## config.mk

```make
export PLATFORM = sky130hd
export DESIGN_NAME = snail_run_detector
export DESIGN_NICKNAME = d
export VERILOG_FILES = /design/src/rtl/snail_pkg.sv /design/src/rtl/snail_run_channel.sv /design/src/rtl/snail_run_detector.sv
export SDC_FILE = /design/constraint.sdc
export NUM_CORES = 1
export LEC_CHECK = 0
export ABC_CLOCK_PERIOD_IN_PS = 3500
export BUFFER_PORTS_ARGS = -buffer_cell sky130_fd_sc_hd__buf_4
export CAP_MARGIN = 20
export CORE_UTILIZATION = 30
export CTS_CLUSTER_DIAMETER = 80
export DETAILED_ROUTE_END_ITERATION = 6
export PLACE_DENSITY_LB_ADDON = 0.05
export SYNTH_ARGS = -nofsm -noshare
export SYNTH_HDL_FRONTEND = slang
export SYNTH_SLANG_ARGS = --single-unit
```

## constraint.sdc

```tcl
create_clock -name clk -period 3.5 [get_ports clk]
set_clock_uncertainty 0.2 [all_clocks]
set_input_delay 0.525 -clock clk [delete_from_list [all_inputs] [get_ports clk]]
set_output_delay 0.525 -clock clk [all_outputs]
set_load 0.05 [all_outputs]
```

## src/rtl/snail_pkg.sv

```systemverilog
// Shared definitions for the snail run detector: per-channel state encoding
// and the width helper used to size the run counter.
package snail_pkg;

    typedef enum logic [1:0] {
        SAD     = 2'd0,
        HOPE    = 2'd1,
        HOORAY  = 2'd2,
        ILLEGAL = 2'd3
    } snail_state_e;

    // Bits needed to hold values 0..value-1 (minimum 1).
    function automatic int clog2(input int value);
        int w;
        w = 1;
        for (int i = 1; i < 32; i++) begin
            if ((32'sd1 <<< i) < value) begin
                w = i + 1;
            end else begin
                w = w;
            end
        end
        return w;
    endfunction

endpackage

```

## src/rtl/snail_run_channel.sv

```systemverilog
// One detector channel: run counter with SAD/HOPE/HOORAY decode, registered
// hit flag and saturating hit counter.
module snail_run_channel
    import snail_pkg::*;
#(
    parameter int RUN_LEN = 2,
    parameter int CNT_W   = 8
) (
    input  logic             clk,
    input  logic             _rst,
    input  logic             en,
    input  logic             clr,
    input  logic             overlap,
    input  logic             d,
    output logic             q,
    output logic [CNT_W-1:0] hit_cnt,
    output logic             cnt_sat
);

    localparam int               RUN_W    = clog2(RUN_LEN + 1);
    localparam logic [RUN_W-1:0] RUN_MAX  = RUN_W'(RUN_LEN);
    localparam logic [RUN_W-1:0] RUN_ONE  = RUN_W'(32'd1);
    localparam logic [RUN_W-1:0] RUN_ZERO = RUN_W'(32'd0);
    localparam logic [CNT_W-1:0] CNT_ONE  = CNT_W'(32'd1);
    localparam logic [CNT_W-1:0] CNT_ZERO = CNT_W'(32'd0);
    localparam logic [CNT_W-1:0] CNT_MAX  = ~CNT_ZERO;

    logic [RUN_W-1:0] run_q, run_d;
    logic             q_q, q_d;
    logic [CNT_W-1:0] cnt_q, cnt_d;
    snail_state_e     state_s;
    logic             hit_s;

    // State is a pure decode of the run length; out-of-range values read as ILLEGAL.
    always_comb begin
        state_s = ILLEGAL;
        if (run_q == RUN_ZERO) begin
            state_s = SAD;
        end else if (run_q < RUN_MAX) begin
            state_s = HOPE;
        end else if (run_q == RUN_MAX) begin
            state_s = HOORAY;
        end else begin
            state_s = ILLEGAL;
        end
    end

    // Next run, hit flag and counter; clear beats enable, disabled cycles hold.
    always_comb begin
        run_d = run_q;
        q_d   = q_q;
        cnt_d = cnt_q;
        hit_s = 1'b0;
        if (clr) begin
            run_d = RUN_ZERO;
            q_d   = 1'b0;
            cnt_d = CNT_ZERO;
        end else if (en) begin
            q_d = (state_s == HOORAY);
            if (!d) begin
                run_d = RUN_ZERO;
            end else begin
                case (state_s)
                    SAD, HOPE: run_d = run_q + RUN_ONE;
                    HOORAY:    run_d = overlap ? RUN_MAX : RUN_ONE;
                    default:   run_d = RUN_ZERO;
                endcase
            end
            // Non-overlapping HOORAY restarts at 1 (< RUN_MAX), so landing on RUN_MAX is a hit.
            hit_s = (run_d == RUN_MAX);
            if (hit_s && (cnt_q != CNT_MAX)) begin
                cnt_d = cnt_q + CNT_ONE;
            end else begin
                cnt_d = cnt_q;
            end
        end else begin
            run_d = run_q;
            q_d   = q_q;
            cnt_d = cnt_q;
        end
    end

    // Channel state registers.
    always_ff @(posedge clk or negedge _rst) begin
        if (!_rst) begin
            run_q <= RUN_ZERO;
            q_q   <= 1'b0;
            cnt_q <= CNT_ZERO;
        end else begin
            run_q <= run_d;
            q_q   <= q_d;
            cnt_q <= cnt_d;
        end
    end

    assign q       = q_q;
    assign hit_cnt = cnt_q;
    assign cnt_sat = &cnt_q;

`ifndef SYNTHESIS
    logic [63:0] txstate;

    // ASCII state name for waveform viewing.
    always_comb begin
        case (state_s)
            SAD:     txstate = "SAD     ";
            HOPE:    txstate = "HOPE    ";
            HOORAY:  txstate = "HOORAY  ";
            default: txstate = "ILLEGAL ";
        endcase
    end
`endif

endmodule

```

## src/rtl/snail_run_detector.sv

```systemverilog
// Multi-channel run detector: fans shared controls out to independent
// channels and packs their hit counters side by side.
module snail_run_detector
    import snail_pkg::*;
#(
    parameter int CHANNELS = 4,
    parameter int RUN_LEN  = 2,
    parameter int CNT_W    = 8
) (
    input  logic                      clk,
    input  logic                      _rst,
    input  logic                      en,
    input  logic                      clr,
    input  logic                      overlap,
    input  logic [CHANNELS-1:0]       D,
    output logic [CHANNELS-1:0]       Q,
    output logic [CHANNELS*CNT_W-1:0] hit_cnt,
    output logic [CHANNELS-1:0]       cnt_sat
);

    for (genvar i = 0; i < CHANNELS; i++) begin : g_ch
        snail_run_channel #(
            .RUN_LEN(RUN_LEN),
            .CNT_W  (CNT_W)
        ) u_ch (
            .clk    (clk),
            ._rst   (_rst),
            .en     (en),
            .clr    (clr),
            .overlap(overlap),
            .d      (D[i]),
            .q      (Q[i]),
            .hit_cnt(hit_cnt[i*CNT_W +: CNT_W]),
            .cnt_sat(cnt_sat[i])
        );
    end

endmodule

```

# --- Word level (Yosys, flattened, before mapping) ---
# Cells that the tools add are included.
op_classes:
  reduce_logical: 29
  addsub: 8
  n_mux: 57
  n_eq_ne: 20
  n_lt_le_gt_ge: 4
ops:
  columns: ["cell", "n"]
  rows:
  - ["32-bit 2-to-1 mux", 20]
  - ["32-bit by 2-bit == test with 1-bit output, second input constant", 8]
  - ["32-bit case mux with 2 select lines", 4]
  - ["32-bit by 1-bit adder with 32-bit output, second input constant", 4]
  - ["32-bit logical NOT", 4]
  - ["32-bit by 2-bit less-than comparator with 1-bit output, second input constant", 4]
  - ["8-bit 2-to-1 mux", 12]
  - ["8-bit by 1-bit adder with 8-bit output, second input constant", 4]
  - ["8-bit inequality test, second input constant", 4]
  - ["8-bit AND reduction", 4]
  - ["2-bit 2-to-1 mux", 9]
  - ["1-bit 2-to-1 mux", 12]
  - ["2-bit nonzero test", 5]
  - ["2-bit by 1-bit == test with 1-bit output, second input constant", 4]
  - ["2-bit == test, second input constant", 4]
  - ["2-bit logical NOT", 4]
  - ["2-bit AND reduction", 4]
  - ["2-bit OR reduction", 4]
  - ["1-bit logical AND", 4]
word_totals:
  output_inout_bits: 40
  word_cells: 130
  ff_bits: 164

# --- Logic depth before layout (Yosys ltp) ---
# Gate-level depths: netlist of the first run.
logic_depth:
  ltp_word: 15
  ltp_mapped: 8
  depth_no_buf: 7

# --- Modules after synthesis ---
# Synthesis of the first run repeated with hierarchy kept, for this count alone.
hier_totals:
  cells_unflattened: 644
  hier_area_um2: 7116.8
modules_own_cells:
  columns: ["mod", "seq_area_each_um2", "cells_each", "n_inst", "area_per_inst_um2"]
  rows:
  - ["snail_run_channel", 1026.0, 161, 4, 1779.2]

# --- Least setup slack after synthesis of the first run ---
# No wires, ideal clock.
synth_timing:
  kind: "register to register"
  start: "register g_ch[0].u_ch.cnt_q[0]"
  end: "register g_ch[0].u_ch.cnt_q[6]"
  path_stages_with_launch: 8
  setup_ps: 125
  setup_slack_ps: 858
  t_arrival_ps: 2317
  path_buffers: 1
  synth_period_minus_slack_ps: 2642
  cell_sequence: "dfrtp_1 > ha_1 > nand2_1 > nor3_1 > or4_1 > clkbuf_1 > nor4b_1 > mux2_2"
synth_via:
  elab_chain_cells: 4
  word_cells_on_any_way: 8
synth_rtl:
  columns: ["item", "line", "text"]
  rows:
  - ["from (decl)", "snail_run_channel.sv:30", "logic [CNT_W-1:0] cnt_q, cnt_d;"]
  - ["from (signal assigned)", "snail_run_channel.sv:92", "cnt_q <= cnt_d;"]
  - ["8-bit by 1-bit adder with 8-bit output / 8-bit inequality test (equally long branches)", "snail_run_channel.sv:72, snail_run_channel.sv:71", null]
  - ["8-bit 2-to-1 mux / 1-bit logical AND (equally long branches)", "snail_run_channel.sv:71", "if (hit_s && (cnt_q != CNT_MAX)) begin"]
  - ["8-bit 2-to-1 mux / 2-bit nonzero test (equally long branches)", null, null]
  - ["8-bit 2-to-1 mux / 2-bit AND reduction (equally long branches)", null, null]
# Several ways; a longest one is shown, not always the timed one. The select of a mux whose other input is x is not followed.
# A chain may end at the register's enable or synchronous reset.

# --- Final worst setup path of the first run ---
layout_timing:
  start: "register g_ch[3].u_ch.run_q[0]"
  end: "register g_ch[3].u_ch.cnt_q[3]"
layout_via:
  elab_chain_cells: 14
  word_cells_on_any_way: 19
layout_rtl:
  columns: ["item", "line", "text"]
  rows:
  - ["from (decl)", "snail_run_channel.sv:28", "logic [RUN_W-1:0] run_q, run_d;"]
  - ["from (signal assigned)", "snail_run_channel.sv:90", "run_q <= run_d;"]
  - ["branches (longest 6 deep; another with 32-bit by 2-bit less-than comparator with 1-bit output)", null, null]
  - ["32-bit case mux with 2 select lines *", "snail_run_channel.sv:63", "case (state_s)"]
  - ["32-bit 2-to-1 mux *", "snail_run_channel.sv:60", "if (!d) begin"]
  - ["32-bit 2-to-1 mux *", "snail_run_channel.sv:58", "end else if (en) begin"]
  - ["32-bit 2-to-1 mux *", "snail_run_channel.sv:54", "if (clr) begin"]
  - ["32-bit by 2-bit == test with 1-bit output *", "snail_run_channel.sv:70", "hit_s = (run_d == RUN_MAX);"]
  - ["1-bit logical AND *", "snail_run_channel.sv:71", null]
  - ["2-bit nonzero test (no source line) *", null, null]
  - ["2-bit AND reduction (no source line) *", null, null]
  - ["to (signal assigned)", "snail_run_channel.sv:92", null]
  - ["to (decl)", "snail_run_channel.sv:30", null]
# Every way passes the cells marked *. The select of a mux whose other input is x is not followed.

==> results.toml, run 1 <==
[run_status]
status = "complete, but fails checks"
failed_checks = "negative hold slack"

[sta]
slew_headroom_pct = 41.4
slew_violations = 0
hold_ws_ns = -0.0882
tns_ns = 0
final-setup-viol-count = 0
post-route-period-util_pct = 78.1
hold_viol = 14
max_freq_ghz = 0.366
setup_slack_ns = 0.767
rsz0062_at_grt = "no"
finalCriticalPeriod_ns = 2.73
worstMarginPinSlew_ns = 0.879

[worst_setup_path]
worstPathArrival_ns = 2.82
critPathMaxFanout = 9
startpoint_type = "flip-flop"
end_kind = "flip-flop"
crit_type = "flip-flop to flip-flop"
crit_required_ns = 3.59

[floorplanning]
num_rows = 56
ios = 49
dieArea_um2 = 24600
core-area_um2 = 23500
start_util_pct = 30.6
die_w_um = 157
die_h_um = 157

[synthesis]
async_flop_share_pct = 100
synth_compound_area_share_pct = 6.24
yosys.area_share.simple_pct = 28.4
synth_area_leaders = "dfrtp_1 57%, and2_1 10%, nor4_1 3.4%"
synth-seq-cells = 164
synth_common_cells = "164 x dfrtp_1, 116 x and2_1, 39 x nor4_1, 34 x a21oi_1, 34 x nand2_1"
synth_top_area_share_pct = 57.0
yosys.area_share.adder_pct = 2.78
synth_nets = 682
synth_edf_count = 0
ys_seq_area_share_pct = 57.0
synthFlopType = "dfrtp_1"
yosys.cell_types.count = 53
yosys.area.top_type = "dfrtp_1"
synthMuxAreaShare_pct = 1.96
synth_xor_area_share_pct = 0.365
synth-warning-count = 0
synth_top_family_by_area = "simple AND/OR/NAND/NOR gates"
synth.most_common_cell = "dfrtp_1"
syn-cell-area_um2 = 7200
syn_avg_cell_area_um2 = 11.0
syn_inst = 657

[place]
place_hpwl_um = 10600
pre_cts_ws_ns = 0.756
port_buffers = 48
place_congestion = 0.775
dpl.cell_count = 995

[clock_tree]
cts_root_buf = "clkbuf_16"
numCtsBuffers = 17
cts.hold.buffers_added = 0
clockBufferDepth = 2
cts_tree = "built"
htreeDepth = 4
cts_resized = 0
clk_latency_ns = 0.42
clkTransAtPathRegs_ns = 0.07
post_cts_buffers = 0
cts_num_sinks = 164

[cells_and_area]
utilization_pct = 35.9
drive_gt1_share_pct = 14.2
fillerInstances = 2335
area_delta_synth_final_pct = 17.4
fin_nets = 720
fin_cells = 1024
antenna_cells = 0

[pwr]
cellPowerDensity_nw_per_um2 = 465
power.leakage_uw = 0.00392
peakVddDrop_v = 0.000254

[global_route]
grt_overflow = 0
grt_pass1_vias = 4863
grt_max_degree = 100
top_usage_layer = "met2"
use_met3_pct = 3.28
grt_pass1_wl_um = 26100
antenna_found_initial = 0
gr-usage-all-layers_pct = 13.8
use_met2_pct = 20.8
grt_use_met1_pct = 19.4

[worst_hold_path]
hold_path.class = "input port to asynchronous set/reset pin"

[detailed_routing]
vias_per_cell = 4.72
ant_nets = 0
vias = 4832
firstDrtPassIters = 4
drc_errors = 0
drtIter0Drc = 291
wl_per_cell_um = 15.2
wl_um = 15500

[job]
drv_cap = 0
cell type report:
type                            count  area [um2]  share of cell area [%]
Timing Repair Buffer               57         444                    5.25
Inverter                           15        56.3                   0.666
Sequential cell                   164        4100                    48.5
Clock inverter                      9         130                    1.54
Clock buffer                       20         457                    5.40
Tap cell                          319         399                    4.72
Multi-Input combinational cell    440        2870                    33.9
cells in the final DEF (no fill, tap or decap), types with 17 or more instances in the layout:
cell type	count
a21oi_1	34
and2_1	116
buf_4	55
clkbuf_16	17
dfrtp_1	164
nand2_1	34
nand3_1	23
nor2_1	24
nor2b_1	17
nor4_1	39
metrics by stage:
| stage | power, uW | cell area, um2 |
|---|---|---|
| final | 3930 | 8460 |
| after global routing | 4100 | 8460 |
| after CTS | 3990 | 8460 |
| after detailed placement | 2090 | 7870 |
| after global placement | 2090 | 7870 |
| after floorplan | 2010 | 7200 |
power by group:
part / total [uW] / leakage [uW] / internal, uW / switching (uW)
Combinational: 144 / 0.00134 / 36.8 / 107
Clock: 1880 / 0.000288 / 1150 / 733
Sequential: 1910 / 0.00229 / 1900 / 5.48
Total: 3930 / 0.00392 / 3090 / 846
registers in the layout, indices dropped and copies added (netlist names):
name / flops
g_ch.u_ch.hit_cnt: 32
g_ch.u_ch.run_q: 128
g_ch.u_ch.q: 4
cells by family (layout without fill, tap and decap cells):
logic type / count (synthesis) / after routing
AOI/OAI and AO/OA: 74 / 74
xor gates and xnor gates: 3 / 3
and+or+nand+nor: 334 / 334
buffers and inverters: 53 / 101
DFF: 164 / 164
adders and majority gates: 16 / 16
muxes: 13 / 13
metal layers:
metal  vias to the layer above  wire length [um]
met5                         -                 0
li1                       2372                 -
met3                         9               494
met4                         0               133
met1                      2395              8000
met2                        56              6910
worst max-delay path, cell delays in order (launching register included):
cell and delay [ns]:
dfrtp_1 0.41, inv_1 0.08, ha_1 0.19, nor2b_1 0.30, mux2i_1 0.14, or3_1 0.60
nor4_4 0.33, mux2_1 0.35
worst paths after layout:
| kind | end | startpoint | cells past startpoint | slack, ns |
|---|---|---|---|---|
| hold reg to reg | g_ch[3].u_ch.run_q[23]$_DFFE_PN0P_ | g_ch[3].u_ch.run_q[23]$_DFFE_PN0P_ | 1 | 0.28 |
| setup / recovery | g_ch[3].u_ch.hit_cnt[3]$_DFFE_PN0P_ | g_ch[3].u_ch.run_q[0]$_DFFE_PN0P_ | 7 | 0.77 |
| hold / removal | g_ch[0].u_ch.hit_cnt[2]$_DFFE_PN0P_ | _rst | 1 | -0.09 |
| setup reg to reg | g_ch[3].u_ch.hit_cnt[3]$_DFFE_PN0P_ | g_ch[3].u_ch.run_q[0]$_DFFE_PN0P_ | 7 | 0.77 |
| max in group asynchronous | g_ch[3].u_ch.run_q[2]$_DFFE_PN0P_ | _rst | 2 | 2.34 |
| min in group clk | g_ch[1].u_ch.q$_DFFE_PN0P_ | en | 3 | 0.26 |
Power figures use the tool's default switching activity.
==> run 2, diff against run 1 <==
--- a/config.mk
+++ b/config.mk
@@ -5,7 +5,7 @@
 export SDC_FILE = /design/constraint.sdc
 export NUM_CORES = 1
 export LEC_CHECK = 0
-export ABC_CLOCK_PERIOD_IN_PS = 3500
+export ABC_CLOCK_PERIOD_IN_PS = 2500
 export BUFFER_PORTS_ARGS = -buffer_cell sky130_fd_sc_hd__buf_4
 export CAP_MARGIN = 20
 export CORE_UTILIZATION = 30
==> constraint.sdc (replaced) <==
create_clock -name clk -period 2.5 [get_ports clk]
set_clock_uncertainty 0.2 [all_clocks]
set_input_delay 0.375 -clock clk [delete_from_list [all_inputs] [get_ports clk]]
set_output_delay 0.375 -clock clk [all_outputs]
set_load 0.05 [all_outputs]
==> run 2 against run 1 <==
Against the previous run:
- via count grew 5.6%
- core utilization grew 2.5 points
- hold slack gained 0.28 ns
- worst setup slack lost 0.77 ns
- first-iteration DRC count shrank 13%
- maximum frequency grew 9.0%
- non-clock buffer count grew 40
- the flow finishes with violations (negative setup slack)
==> results.toml, run 2 (synthesis gave the netlist of run 1 again) <==
[cells_and_area]
area_delta_synth_final_pct = 25.5
regArea_um2 = 4120
utilization_pct = 38.4
regMostFlops = "g_ch.u_ch.run_q"
largest_reg_flops = 128
fin_nets = 762
final_common_cell = "dfrtp_1"
drive_gt1_share_pct = 24.7
multi_input_area_um2 = 3060
fin_cells = 1069
antenna_cells = 0
most-common-layout-cells = "152 x dfrtp_1, 116 x and2_1, 89 x buf_4"
fillerInstances = 2312

[place]
place_hpwl_um = 10700
port_buffers = 48
pre_cts_ws_ns = -0.147
dpl.cell_count = 1024
place_congestion = 0.767

[sta]
final-setup-viol-count = 1
slew_headroom_pct = 59.5
max_freq_ghz = 0.399
slew_violations = 0
finalCriticalPeriod_ns = 2.51
hold_viol = 0
worstMarginPinSlew_ns = 0.603
setup_slack_ns = -0.00649
post-route-period-util_pct = 100
rsz0062_at_grt = "yes"

[global_route]
grt_pass1_vias = 4991
antenna_found_initial = 0
gr-usage-all-layers_pct = 14.2
grt_pass1_wl_um = 26800
grt_max_degree = 69
grt_overflow = 0

[run_status]
status = "complete, but fails checks"
failed_checks = "negative setup slack"

[worst_hold_path]
holdCritStartpoint = "overlap"
whs_path_depth = 4
hold_path.class = "input port to flip-flop"
hold_end = "g_ch[1].u_ch.run_q[0]$_DFFE_PN0P_"

[floorplanning]
die_h_um = 157
core-area_um2 = 23500
ios = 49
num_rows = 56
dieArea_um2 = 24600
start_util_pct = 30.6
die_w_um = 157

[worst_setup_path]
reg2reg_from = "g_ch[3].u_ch.run_q[17]$_DFFE_PN0P_"
crit_required_ns = 2.61
worst-r2r-cell-count = 5
rr_endpoint = "g_ch[3].u_ch.hit_cnt[2]$_DFFE_PN0P_"
end_kind = "flip-flop"
crit_type = "flip-flop to flip-flop"
cpLargestDelayFamily = "simple AND/OR/NAND/NOR gates"
critPathMaxFanout = 5
critPathSlowestCell = "or4_4"
cpMostUsedCell = "or4_4"
reg2reg_slack_ns = -0.006
worstPathArrival_ns = 2.62
startpoint_type = "flip-flop"
crit_path_max_incr_delay_ns = 0.53
path_cells = "or4_4 -> nand2b_4 -> or4_4 -> nor4b_4 -> mux2_4"
crit_buf_inv = 0

[detailed_routing]
firstDrtPassIters = 4
wl_per_cell_um = 15.4
vias_per_cell = 4.77
drtIter0Drc = 254
vias = 5102
ant_nets = 0
drc_errors = 0
wl_um = 16500

[clock_tree]
cts_root_buf = "clkbuf_16"
cts_num_sinks = 164
htreeDepth = 4
clkTransAtPathRegs_ns = 0.07
cts_tree = "built"
clk_latency_ns = 0.43
clockBufferDepth = 2
numCtsBuffers = 17

[pwr]
peakVddDrop_v = 0.000357
cellPowerDensity_nw_per_um2 = 617
power.leakage_uw = 0.00416

[job]
drv_cap = 0
run 2: worst reg2reg max path, delay by kind of cell (launching register included):
family,cells,cell delay [ns]
DFF,1,0.37
and+or+nand+nor,4,1.50
muxes,1,0.32
run 2: report_power, final:
part | internal [uW] | total, uW | switching (uW)
clock network | 1510 | 2680 | 1170
registers | 2660 | 2660 | 6.12
logic | 74.9 | 237 | 162
run 2: how the worst max path moves through the flow:
stage,start,endpoint,cells after the start
3_5_place_dp,g_ch[1].u_ch.run_q[28]$_DFFE_PN0P_,g_ch[1].u_ch.hit_cnt[5]$_DFFE_PN0P_,5
6_report,g_ch[3].u_ch.run_q[17]$_DFFE_PN0P_,g_ch[3].u_ch.hit_cnt[2]$_DFFE_PN0P_,5
4_1_cts,g_ch[1].u_ch.run_q[28]$_DFFE_PN0P_,g_ch[1].u_ch.hit_cnt[5]$_DFFE_PN0P_,5
3_3_place_gp,g_ch[1].u_ch.run_q[24]$_DFFE_PN0P_,g_ch[1].u_ch.hit_cnt[5]$_DFFE_PN0P_,5
5_1_grt,g_ch[3].u_ch.run_q[17]$_DFFE_PN0P_,g_ch[3].u_ch.hit_cnt[2]$_DFFE_PN0P_,5
2_1_floorplan,g_ch[0].u_ch.hit_cnt[0]$_DFFE_PN0P_,g_ch[0].u_ch.hit_cnt[6]$_DFFE_PN0P_,7
run 2: area by class of cell:
| type | count | share of cell area [%] |
|---|---|---|
| inverters | 15 | 0.623 |
| repair buffers | 97 | 8.91 |
| flip-flops and latches | 164 | 45.6 |
| well taps | 319 | 4.42 |
| clock buffers | 19 | 4.79 |
| clock inverters | 13 | 1.85 |
| multi-input cells | 442 | 33.8 |
run 2: layer usage:
layer | vias up | GRT usage [%] | wire length [um]
li1 | 2473 | - | -
met1 | 2534 | 20.5 | 8470
met2 | 87 | 20.7 | 7190
met3 | 8 | 3.58 | 712
met4 | 0 | 4.34 | 90
met5 | - | 0 | 0
run 2: timing repair:
item	in CTS	in global routing
pin swaps	4	15
setup endpoints to repair	15	22
buffers inserted	1	8
hold buffers	1	0
resized for setup	14	26
gates cloned	1	2
hold endpoints to repair	44	0
run 2: through the flow:
stage / cell area (um2) / setup TNS [ns] / hold WS (ns) / power [uW]
4_1_cts: 8840 / -0.0747 / 0.155 / 5680
6_report: 9040 / -0.00649 / 0.189 / 5580
5_1_grt: 9040 / -0.151 / 0.201 / 5800
3_3_place_gp: 8140 / -0.213 / 0.167 / 2940
2_1_floorplan: 7230 / -0.00681 / -0.121 / 2810
3_5_place_dp: 8140 / -0.463 / 0.170 / 2940
